--- src/rtl/crc32.sv ---
// ============================================================================
// Module      : crc32
// Description : Bit-serial CRC-32 engine. Computes (message * x^32) mod P over
//               GF(2) for one 32-bit word, MSB first, using a polynomial that
//               is captured at start. One message bit per clock, 32 clocks.
// Revision    : 1.0 - initial release
// ============================================================================
`default_nettype none

module crc32 (
  input  logic        clk_i,
  input  logic        rst_i,
  input  logic [31:0] message_i,
  input  logic        compute_i,
  input  logic [31:0] polynomial_i,
  output logic [31:0] message_o
);

  typedef enum logic [1:0] {
    IDLE = 2'd0,
    BUSY = 2'd1,
    DONE = 2'd2
  } state_t;

  localparam logic [4:0] LAST_BIT = 5'd31;

  state_t      state;
  state_t      state_next;
  logic [4:0]  count;
  logic [31:0] msg;
  logic [31:0] crc;
  logic [31:0] poly;
  logic [31:0] crc_step;
  logic        feedback;
  logic        last_bit;

  // One LFSR step: the outgoing remainder bit mixed with the next message bit
  // decides whether the generator is subtracted (XORed) this cycle.
  always_comb begin
    feedback = crc[31] ^ msg[31];
    crc_step = {crc[30:0], 1'b0} ^ (feedback ? poly : 32'h0000_0000);
    last_bit = (count == LAST_BIT);
  end

  // State register.
  always_ff @(posedge clk_i or negedge rst_i) begin
    if (!rst_i) begin
      state <= IDLE;
    end else begin
      state <= state_next;
    end
  end

  // Next-state logic. DONE waits for compute_i to drop so a held request
  // cannot retrigger the engine.
  always_comb begin
    state_next = state;
    case (state)
      IDLE:    if (compute_i) state_next = BUSY;
      BUSY:    if (last_bit)  state_next = DONE;
      DONE:    if (!compute_i) state_next = IDLE;
      default: state_next = IDLE;
    endcase
  end

  // Datapath: capture operands on start, shift one bit per cycle while busy,
  // publish the final remainder on the edge that consumes bit 0.
  always_ff @(posedge clk_i or negedge rst_i) begin
    if (!rst_i) begin
      count     <= 5'd0;
      msg       <= 32'h0000_0000;
      crc       <= 32'h0000_0000;
      poly      <= 32'h0000_0000;
      message_o <= 32'h0000_0000;
    end else begin
      case (state)
        IDLE: begin
          if (compute_i) begin
            msg   <= message_i;
            poly  <= polynomial_i;
            crc   <= 32'h0000_0000;
            count <= 5'd0;
          end
        end
        BUSY: begin
          crc   <= crc_step;
          msg   <= {msg[30:0], 1'b0};
          count <= count + 5'd1;
          if (last_bit) begin
            message_o <= crc_step;
          end
        end
        default: begin
        end
      endcase
    end
  end

endmodule

`default_nettype wire

--- config.mk ---
export PLATFORM = sky130hd
export DESIGN_NAME = crc32
export DESIGN_NICKNAME = d
export VERILOG_FILES = /design/src/rtl/crc32.sv
export SDC_FILE = /design/constraint.sdc
export NUM_CORES = 1
export LEC_CHECK = 0
export ABC_AREA = 0
export CORE_MARGIN = 8
export CORE_UTILIZATION = 48
export CTS_CLUSTER_SIZE = 24
export DETAILED_ROUTE_END_ITERATION = 10
export PLACE_DENSITY = 0.88
export SLEW_MARGIN = 20
export SYNTH_ARGS = -nofsm -noshare
export SYNTH_HDL_FRONTEND = slang
export SYNTH_SLANG_ARGS = --single-unit
--- constraint.sdc ---
create_clock -name clk_i -period 1.7 [get_ports clk_i]
set_clock_uncertainty 0.05 [all_clocks]
set_input_delay 0.34 -clock clk_i [delete_from_list [all_inputs] [get_ports clk_i]]
set_output_delay 0.34 -clock clk_i [all_outputs]
set_load 0.05 [all_outputs]
==> summary.md, run 1 <==
| Metric | Value |
|---|---|
| Share of the yosys chip area belonging to registers | 0.547 |
| Initial core utilization | 0.491 |
| CP required | between 1.5 and 2 ns |
| Share of the synthesized area in the top cell type | 0.547 |
| Drt wl/cell | 16.5 um |
| Clk slew on worst S/H paths | 0.06 ns |
| Area grow syn2layout | 36.4% |
| WL met2 | roughly 8100 um |
| Die Y | 129 um |
| Final layout net count | about 830 |
| Cell variety after synth | 35 |
| Setup ws final | -0.109 ns |
| P per Cell Area | ~1900 mW/mm^2 |
| Max-Cap Viols | 0 |
| Antenna violations before repair | 0 |
| GRT overflow | 0 |
| Worst vdd ir | just over 900 uV |
| Setup WS pre-CTS | -0.220 ns |
| Via Count | about 5,200 |
| Filler cells | roughly 930 |
| Synth area leaders | dfrtp_1, nand2_1, o21ai_0 |
| Port bufs | 98 |
| CTS Buf Count | 17 |
| Hold Vio Cnt, Final | 0 |
| Htree depth | 4 |
| Synthesis-stage register bit count | roughly 140 |
| LEAKAGE | around 0.0037 uW |
| Worst EP arrival | 2.03 ns |
| Initial DRC count | slightly above 400 |
| Status | complete, but fails checks |
| Share of cells above drive strength 1 | 0.183 |
| Final Cycle Share | 1.06 |
| RSZ-0062 raised after global routing | yes |
| Largest net degree at the start of global routing | just under 90 |
| Number of global-route vias before repair | around 5,100 |
| Top cell type by total area after synthesis | dfrtp_1 |
| Syn. warnings | 0 |
| WL met3 | a little under 800 um |
| Final setup viols | 31 |
| Core ar. | approximately 0.013 mm^2 |
| Fmax | between 500 and 600 MHz |
| Number of enable flip-flop cells after synthesis | 0 |
| Num ports | 99 |
| CP Class | reg2reg |
| Async SR Flop Fraction | 1.00 |
| Hold Path Class | in2async |
| Clock Latency Late Sink | a little over 0.4 ns |
| Pins Over Slew Limit | 0 |
| Top Metal Used | met4 |
| GRT Total Usage | 0.179 |
| Detailed Routing Iterations Pass 1 | 4 |
| Routed Antenna Nets | 0 |
| Via/cell ratio | 5.50 |
| CP max FO | 8 |
| Area of the multi-input gates | around 0.0027 mm^2 |
| Diode count | 0 |
| Max Buffers Root-to-Sink | 2 |
| Syn avg cell area | between 9 and 10 um^2 |
| Final WL | roughly 16,000 um |
| Post-synth top flop | dfrtp_1 |
| Clock Sinks | approximately 140 |
| CTS tree | done |
| Syn nets | between 700 and 800 |
| Worst Tran Pin Value | roughly 0.30 ns |
| DRT met1 WL | 6630 um |
| Rows | between 40 and 50 |
| Routability cong. | 0.750 |
| Global-route wire length before repair | between 20,000 and 25,000 um |
| Worst setup EP type | flop |
| Most frequent cells after synthesis | dfrtp_1, nand2_1, o21ai_0, nand3_1, nor2_1 |
| Failing checks | setup timing |
| DP Wirelength | ~9500 um |
| Root Buffer | clkbuf_16 |
| CP Launch Type | flop |
| Rel. slew slack | 0.799 |
| Most common cell in the netlist | dfrtp_1 |
| Setup TNS | -1.49 ns |
| Synthesized instance count | 667 |
| Die width | about 130 um |
| DIE AREA | 0.0167 mm^2 |
| Post-Syn Area | between 0.006 and 0.007 mm^2 |
| Register area | approximately 0.0034 mm^2 |
| Residual DRC | 0 |
| Final period demand of the worst path | ~1.8 ns |
-- flip-flops by register name (all words and copies together) (netlist names) --
signal / count
count: 5
message_o: 32
poly: 32
msg: 32
crc: 32
state: 2
-- final timing paths --
path                                 end  slack, ns         start  cells past startpoint
max in group asynchronous  message_o[23]       0.74         rst_i                      3
min in group clk_i                msg[0]       0.42  message_i[0]                      3
max                        message_o[13]      -0.11      count[1]                      8
max reg2reg                message_o[13]      -0.11      count[1]                      8
min                        message_o[24]       0.32         rst_i                      2
min reg2reg                      msg[18]       0.43       msg[18]                      2
-- through the flow --
| stage | power [uW] | util | hold WS [ns] | instances | instance area, um^2 |
|---|---|---|---|---|---|
| 4_1_cts | 15600 | 0.640 | 0.312 | 942 | 8040 |
| 3_5_place_dp | 11600 | 0.589 | 0.187 | 909 | 7400 |
| 6_report | 15900 | 0.670 | 0.319 | 950 | 8420 |
| 5_1_grt | 16900 | 0.670 | 0.333 | 950 | 8420 |
| 3_3_place_gp | 11300 | 0.589 | 0.189 | 909 | 7400 |
| 2_1_floorplan | 9730 | - | -0.00559 | 667 | 6200 |
-- worst max-delay path: stages (launching register included) --
cell and delay, ns:
dfrtp_1 0.40, ha_2 0.21, and3_4 0.18, ha_4 0.15, and3b_2 0.21, buf_12 0.15
clkbuf_16 0.17, nor2_2 0.09, a31oi_1 0.06
-- logic make-up after synthesis --
group / count (synthesis) / share of synthesized area
DFF: 135 / 0.547
and+or+nand+nor: 279 / 0.223
xor gates and xnor gates: 1 / 0.00263
buffers and inverters: 84 / 0.0561
adders and majority gates: 2 / 0.00405
AOI/OAI and AO/OA: 165 / 0.166
muxes: 1 / 0.00162
-- per-layer routing --
| layer | track usage | up-vias |
|---|---|---|
| li1 | - | 2585 |
| met1 | 0.220 | 2502 |
| met2 | 0.294 | 120 |
| met3 | 0.0542 | 17 |
| met4 | 0.0656 | 0 |
| met5 | 0 | - |
-- layout by cell type (no fill, tap or decap), drive strengths merged, types with 2 or more instances in the layout --
cell type and instances:
a31oi 31, clkbuf 28, dfrtp 135, o211ai 31
nand2b 2, nand3 64, nor2b 2, nor3b 4
a22oi 23, or3 31, clkdlybuf4s50 65, o22ai 8
bufinv 4, buf 62, clkinv 3, o21ai 67
nand2 92, inv 31, nand3b 2, ha 2
or4 30, nor2 47
-- power breakdown --
part,switching [uW],internal [uW],total (uW)
registers,1070,4630,5710
clock network,1320,2600,3930
logic,3790,2450,6240
-- what timing repair did --
| item | 4_1_cts | 5_1_grt |
|---|---|---|
| gates resized for setup | 1 | 58 |
| cloned | 0 | 6 |
| pin swaps | 0 | 2 |
| setup buffers | 0 | 2 |
| hold buffers | 1 | 0 |
| endpoints found under the hold margin | 26 | 0 |
| setup endpoints to repair | 19 | 31 |
-- layout make-up --
cell class	count	area share
multi-input cells	448	0.321
repair buffers	132	0.163
clock inverters	8	0.0169
clock buffers	24	0.0584
well taps	172	0.0256
flip-flops and latches	135	0.401
inverters	31	0.0138
(Power assumes the default switching activity.)
==> run 2: changes to the inputs <==
CORE_UTILIZATION = 50   (was 48)
PLACE_DENSITY = 0.75   (was 0.88)
clock period = 2 ns   (was 1.7 ns; I/O delays follow)
==> run 2 against run 1 <==
Against the previous run: the run now ends clean; highest routed layer unchanged; via count rose by 0.63%; count of clock-buffer cells in the layout fell by 6; wire length fell by 7.4%; hold slack improved by 0.098 ns; power fell by 18%; sequential share of layout area rose by 2.0 points; first-iteration DRC count rose by 8.6%; critical path type unchanged; maximum frequency fell by 2.7%; worst setup slack improved by 0.25 ns; global-route usage rose by 0.31 points.
==> summary.md, run 2 (same netlist as run 1, synthesis figures left out) <==
| Metric | Value |
|---|---|
| Die Y | 127 um |
| Port bufs | 98 |
| R2R Path End | message_o[22] |
| DIE AREA | 0.0162 mm^2 |
| Area grow syn2layout | 29.9% |
| CP Launch Type | flop |
| Detailed Routing Iterations Pass 1 | 6 |
| Via Count | between 5,000 and 6,000 |
| Setup WS pre-CTS | between 0.02 and 0.025 ns |
| Register area | about 0.0034 mm^2 |
| Clk pwr share | 0.251 |
| Rows | 40 |
| Number of global-route vias before repair | ~5,200 |
| Status | complete, no violations |
| Final layout net count | between 800 and 900 |
| DP Wirelength | approximately 9500 um |
| Routability cong. | 0.741 |
| Internal power | 7870 uW |
| Rel. slew slack | 0.659 |
| CP max FO | 22 |
| Reg2reg path depth | 7 |
| CTS tree | done |
| Worst EP arrival | 2.08 ns |
| Commonest cells after routing, fill and taps aside | dfrtp_1, nand2_1, o21ai_0 |
| Pins Over Slew Limit | 0 |
| Fmax | between 500 and 600 MHz |
| Final period demand of the worst path | between 1.5 and 2 ns |
| Clock Latency Late Sink | between 0.4 and 0.5 ns |
| RSZ-0062 raised after global routing | no |
| Global-route wire length before repair | 24,300 um |
| Core ar. | roughly 0.012 mm^2 |
| Hold Vio Cnt, Final | 0 |
| Root Buffer | clkbuf_16 |
| Sw Ratio | 0.393 |
| Filler cells | 969 |
| Clk slew on worst S/H paths | 0.06 ns |
| CTS Buf Count | 17 |
| Share of cells above drive strength 1 | 0.0839 |
| Critical Path Start | count[0] |
| Clock Sinks | around 140 |
| Num ports | 99 |
| Residual DRC | 0 |
| Part of the power in combinational logic | 0.381 |
| FF-to-FF setup slack | around 0.14 ns |
| Largest net degree at the start of global routing | between 70 and 80 |
| Worst Tran Pin Value | around 0.51 ns |
| CP required | roughly 2.2 ns |
| Setup ws final | 0.140 ns |
| Die width | approximately 130 um |
| GRT overflow | 0 |
| Initial DRC count | around 440 |
| Antenna violations before repair | 0 |
| Final Cycle Share | 0.930 |
| Initial core utilization | 0.514 |
| Max Buffers Root-to-Sink | 2 |
| Sequential power share | 0.367 |
| P per Cell Area | between 1500 and 2000 mW/mm^2 |
| Via/cell ratio | 5.78 |
| Commonest non-fill, non-tap cell in the layout | dfrtp_1 |
| CP Class | reg2reg |
| Setup TNS | 0 ns |
| R2R Path Start | count[0] |
| Psw | 5090 uW |
| Worst vdd ir | approximately 760 uV |
| Final setup viols | 0 |
| Final WL | about 15,000 um |
| Max-Cap Viols | 0 |
| LEAKAGE | 0.00358 uW |
| Drt wl/cell | roughly 16 um |
| Diode count | 0 |
| GRT Total Usage | 0.182 |
| Worst setup EP type | flop |
| Routed Antenna Nets | 0 |
| Placed Cells incl. Taps | between 800 and 900 |
| Post-CTS setup buffer count | 0 |
| Finished Layout Cells | a little over 900 |
| Area of the multi-input gates | about 0.0025 mm^2 |
| Hold Path Class | in2async |
| Htree depth | 4 |
[run 2: area by class of cell]
class,instances,share of cell area
Clock buffer,18,0.0548
Clock inverter,13,0.0225
Inverter,31,0.0145
Multi-Input combinational cell,448,0.310
Sequential cell,135,0.421
Tap cell,147,0.0229
Timing Repair Buffer,118,0.154
[run 2: metal layers]
metal	part of all wire	global-route usage	vias to the layer above
met5	0	0	-
met4	0.0098	0.0609	0
met3	0.047	0.0516	13
met2	0.50	0.307	119
met1	0.44	0.221	2574
li1	-	-	2551
[run 2: power by group through the flow]
stage	Combinational, uW	Sequential, uW	Clock [uW]
2_1_floorplan	2900	5370	0
3_3_place_gp	4860	4730	0
3_5_place_dp	5060	4780	0
4_1_cts	4970	4750	3310
5_1_grt	5460	4910	3430
6_report	4940	4760	3260
[run 2: critical path, cell delays in order (launching register included)]
cell,delay (ns)
dfrtp_1,0.41
ha_1,0.23
and3_1,0.17
ha_1,0.20
and3b_2,0.25
buf_4,0.22
nor2_1,0.12
a31oi_1,0.06
[run 2: timing repair]
action                                 4_1_cts  5_1_grt
endpoints found under the hold margin       38        0
resized for setup                           27        0
setup endpoints to repair                   27        0
hold buffers                                 1        0
[run 2: worst max path at each step]
stage / slack, ns / cells after the start / endpoint
global route: 0.05 / 7 / message_o[29]
finish: 0.14 / 7 / message_o[22]
floorplan: 0.22 / 8 / message_o[22]
detailed placement: 0.02 / 5 / crc[17]
global placement: 0.07 / 5 / msg[4]
CTS: 0.13 / 7 / message_o[22]
[run 2: metrics by stage]
stage                      util  instance area [um^2]  hold slack [ns]  total power (uW)
after floorplan               -                  6170           0.0544              8270
after global placement    0.618                  7420            0.292              9580
after detailed placement  0.618                  7420            0.289              9840
after CTS                 0.668                  8020            0.431             13000
after global routing      0.668                  8020            0.439             13800
final                     0.668                  8020            0.417             13000
